## config.mk

```make
export PLATFORM = sky130hd
export DESIGN_NAME = shl_seq
export DESIGN_NICKNAME = d
export VERILOG_FILES = /design/src/rtl/shl_seq.sv
export SDC_FILE = /design/constraint.sdc
export NUM_CORES = 1
export LEC_CHECK = 0
export BUFFER_PORTS_ARGS = -buffer_cell sky130_fd_sc_hd__buf_4
export CELL_PAD_IN_SITES_DETAIL_PLACEMENT = 2
export CELL_PAD_IN_SITES_GLOBAL_PLACEMENT = 2
export CORE_MARGIN = 2
export CORE_UTILIZATION = 29
export CTS_CLUSTER_SIZE = 20
export DETAILED_ROUTE_END_ITERATION = 10
export MAX_ROUTING_LAYER = met4
export PLACE_DENSITY = 0.74
export SYNTH_ARGS = -nofsm -noshare
export SYNTH_HDL_FRONTEND = slang
export SYNTH_SLANG_ARGS = --single-unit
```

## constraint.sdc

```tcl
create_clock -name Clk -period 3.2 [get_ports Clk]
set_input_delay 0 -clock Clk [delete_from_list [all_inputs] [get_ports Clk]]
set_output_delay 0 -clock Clk [all_outputs]
set_load 0.05 [all_outputs]
```

## src/rtl/shl_seq.sv

```systemverilog
// Sequential logical left shifter: shifts a by sh_amt, up to STEP bits per cycle,
// behind a start/busy/done handshake. The result is held on d between operations.
module shl_seq #(
  parameter int DATAWIDTH = 2,
  parameter int STEP      = 1
) (
  input  logic                 Clk,
  input  logic                 Rst,
  input  logic                 start,
  input  logic [DATAWIDTH-1:0] a,
  input  logic [DATAWIDTH-1:0] sh_amt,
  output logic [DATAWIDTH-1:0] d,
  output logic                 busy,
  output logic                 done
);

  localparam int RW = $clog2(DATAWIDTH + 1);
  localparam logic [RW-1:0]      LP_DW     = RW'(DATAWIDTH);
  localparam logic [RW-1:0]      LP_STEP   = RW'(STEP);
  localparam logic [DATAWIDTH:0] LP_DW_EXT = (DATAWIDTH + 1)'(DATAWIDTH);

  typedef enum logic [1:0] {
    S_IDLE,
    S_SHIFT,
    S_DONE
  } state_t;

  state_t               r_state;
  state_t               w_nextState;
  logic [DATAWIDTH-1:0] r_acc;
  logic [DATAWIDTH-1:0] w_nextAcc;
  logic [DATAWIDTH-1:0] r_d;
  logic [DATAWIDTH-1:0] w_nextD;
  logic [RW-1:0]        r_rem;
  logic [RW-1:0]        w_nextRem;
  logic [RW-1:0]        w_clampAmt;
  logic [RW-1:0]        w_stepAmt;
  logic                 w_shGeDw;

  // Amounts at or beyond the width collapse to DATAWIDTH, so rem always fits RW bits.
  assign w_shGeDw   = ({1'b0, sh_amt} >= LP_DW_EXT);
  assign w_clampAmt = w_shGeDw ? LP_DW : sh_amt[RW-1:0];
  assign w_stepAmt  = (r_rem < LP_STEP) ? r_rem : LP_STEP;

  always_ff @(posedge Clk) begin
    if (!Rst) begin
      r_state <= S_IDLE;
      r_acc   <= '0;
      r_rem   <= '0;
      r_d     <= '0;
    end else begin
      r_state <= w_nextState;
      r_acc   <= w_nextAcc;
      r_rem   <= w_nextRem;
      r_d     <= w_nextD;
    end
  end

  always_comb begin
    w_nextState = r_state;
    w_nextAcc   = r_acc;
    w_nextRem   = r_rem;
    w_nextD     = r_d;
    case (r_state)
      // DONE accepts a new request exactly like IDLE, allowing back-to-back ops.
      S_IDLE, S_DONE: begin
        if (start) begin
          w_nextAcc   = a;
          w_nextRem   = w_clampAmt;
          w_nextState = S_SHIFT;
        end else begin
          w_nextState = S_IDLE;
        end
      end
      S_SHIFT: begin
        if (r_rem == '0) begin
          w_nextD     = r_acc;
          w_nextState = S_DONE;
        end else begin
          w_nextAcc = r_acc << w_stepAmt;
          w_nextRem = r_rem - w_stepAmt;
        end
      end
      default: w_nextState = S_IDLE;
    endcase
  end

  assign d    = r_d;
  assign busy = (r_state == S_SHIFT);
  assign done = (r_state == S_DONE);

endmodule

```

==> impl_metrics.toml <==
[die]
start_util = 0.302
die_w_um = 40.3
placementRows = 13
dieArea_um2 = 1630
io_pins = 11
core_um2 = 1270
fp.dieH_um = 40.3

[power]
irDropWorstVdd_v = 0.000218
leakage_nw = 0.216
internal_power_mw = 0.170
power.share.sequential = 0.488
finalPower_mw = 0.235
p_comb_frac = 0.197
clkPwrFrac = 0.315
power.switching_mw = 0.0652
p_per_area_nw_per_um2 = 453
swShare = 0.277

[worst_setup_path]
path_cells = "nor4b_4, mux2i_1, nor2_1"
worstSetupPathType = "reg2reg"
crit_arrival_ns = 1.34
crit_path_end = "d[1]"
critPathCaptureType = "flip-flop"
reg2regPathDepth = 3
cp_max_fo = 7
slowest_stage = "dfxtp_1"
cp-start-kind = "flip-flop"
cp-startpoint = "r_state[0]"
timing.rr.end = "d[1]"
critical-path-max-stage-delay_ns = 0.47
r2r-start = "r_state[0]"
rrSetupSlack_ns = 2.00
worst-endpoint-required_ns = 3.34

[cells_and_area]
syn_to_final_growth_pct = 35.6
drive_above_1_share = 0.340
final_nets = 62
diodes = 0

[logic_synthesis]
synth_top_area_share = 0.418
syn_area_um2 = 383
yosysUniqueCellTypes = 19
yosysWarnings = 0
synth_seq_cells = 8
yosysTopAreaCell = "dfxtp_1"
avgSynthCellArea_um2 = 10.1
ys_seq_area_frac = 0.418
syn_inst = 38
synthTopCellsByArea = "dfxtp_1 (42%), mux2i_1 (7.8%), nor4b_4 (6.2%)"
synth_fp_nets = 45

[sta]
setup_slack_ns = 2.00
setup_viol = 0
fin_crit_sh = 0.374
maxSlewHeadroom = 0.793
hold_viol = 0
tns_ns = 0
maxSlewViolCount = 0
post-route-min-period_ns = 1.20
clock_skew_ns = 0.00834
rsz0062_at_grt = "false"
fmax_mhz = 835
worstMarginPinSlew_ns = 0.311

[place]
post-dp-hpwl_um = 816
place_congestion = 0.775
preCtsSetupSlack_ns = 2.00
port_buffers = 10

[global_routing]
track_usage = 0.173
gr-total-overflow = 0
grt_pass1_vias = 351
antenna_found_initial = 0
grt_max_degree = 8
grt_pass1_wl_mm = 1.70

[routing]
vias = 331
wl_per_cell_um = 16.2
antenna_left = 0
vias_per_cell = 4.87
detail_route.first_pass.iterations = 2
drt_drc_violations_left = 0
routed_wl_mm = 1.10
drt_iter0_markers = 2

[status]
status = "completed"

[clocking]
cts.clk_slew.worst_paths_ns = 0.05
cts_tree = "built"
hold_buffers = 2
root_buffer = "clkbuf_4"
cts_buffers = 3
clk_latency_ns = 0.25
cts_buffer_depth = 2
h-tree-depth = 1
cts_setup_buffers = 0
cts.sinks = 8
cts.repair.resized = 0

[flow_run]
cap_violations = 0

[worst_hold_path]
hp-class = "in2reg"
-- placed cells by master, fill, tap and decap left out, types with 2 or more instances in the layout --
cell / count
inv_1: 2
nor2_1: 4
o211ai_1: 3
a21oi_1: 3
clkbuf_4: 3
dlygate4sd3_1: 2
and2b_1: 2
mux2i_1: 3
dfxtp_1: 8
nand2_1: 2
buf_4: 10
-- cell usage after synthesis --
| master | instances |
|---|---|
| a31oi_1 | 1 |
| nand2b_1 | 1 |
| a21oi_1 | 3 |
| a2111oi_2 | 1 |
| nand3b_1 | 1 |
| a211oi_2 | 1 |
| nor4b_4 | 1 |
| dfxtp_1 | 8 |
| nor2_1 | 4 |
| o21a_1 | 1 |
| nand2_1 | 2 |
| and2b_1 | 2 |
| o21ai_0 | 1 |
| inv_1 | 2 |
| nand2b_4 | 1 |
| mux2i_1 | 3 |
| inv_4 | 1 |
| and2_1 | 1 |
| o211ai_1 | 3 |
-- cell type report --
type                       count  area (um^2)
fill                         148          749
timing repair buffer          12         95.1
inverter                       3         13.8
clock buffer                   3         22.5
sequential                     8          160
tap                           15         18.8
multi-input combinational     27          209
-- flip-flops by register name (all words and copies together), names as in the netlist --
name     count
d            2
r_acc        2
r_rem        2
r_state      2
-- kinds of logic after synthesis --
group           count (synthesis)  synth area share
flops                           8             0.418
mux                             3            0.0784
compound gates                 11             0.219
buf+inv                         3            0.0360
simple gates                   13             0.248
-- critical path: cells and delay by family (launching register included) --
| kind | cells | cell delay [ns] |
|---|---|---|
| flops | 1 | 0.47 |
| mux | 1 | 0.24 |
| simple gates | 2 | 0.39 |
-- worst min path at each step --
stage	startpoint	endpoint	slack, ns	cells past startpoint
finish	a[1]	r_acc[1]	0.02	3
CTS	a[1]	r_acc[1]	0.01	3
global route	a[1]	r_acc[1]	0.02	3
detailed placement	Rst	r_state[1]	0.23	2
global placement	Rst	r_state[1]	0.21	2
floorplan	Rst	r_state[1]	0.12	1
-- power groups by stage --
| stage | clock network [mW] | logic, mW | registers [mW] |
|---|---|---|---|
| after floorplan | 0 | 0.0281 | 0.116 |
| after global placement | 0 | 0.0423 | 0.115 |
| after detailed placement | 0 | 0.0443 | 0.116 |
| after CTS | 0.0791 | 0.0468 | 0.115 |
| after global routing | 0.0868 | 0.0500 | 0.116 |
| final | 0.0740 | 0.0463 | 0.115 |
-- per-layer routing --
| layer | share of wire | GRT usage | wire [um] |
|---|---|---|---|
| met1 | 0.43 | 0.203 | 471 |
| met2 | 0.55 | 0.270 | 602 |
| met3 | 0.024 | 0.0500 | 26 |
| met4 | 0 | 0.0750 | 0 |
| met5 | 0 | - | 0 |
-- metrics by stage --
step	instances	utilization	cell area [um^2]	hold WS, ns
6_report	68	0.409	519	0.0164
5_1_grt	68	0.409	519	0.0168
4_1_cts	68	0.409	519	0.0128
3_5_place_dp	63	0.376	477	0.232
3_3_place_gp	63	0.376	477	0.214
2_1_floorplan	38	-	383	0.122
Note: power is estimated with default switching activity, not from simulation.
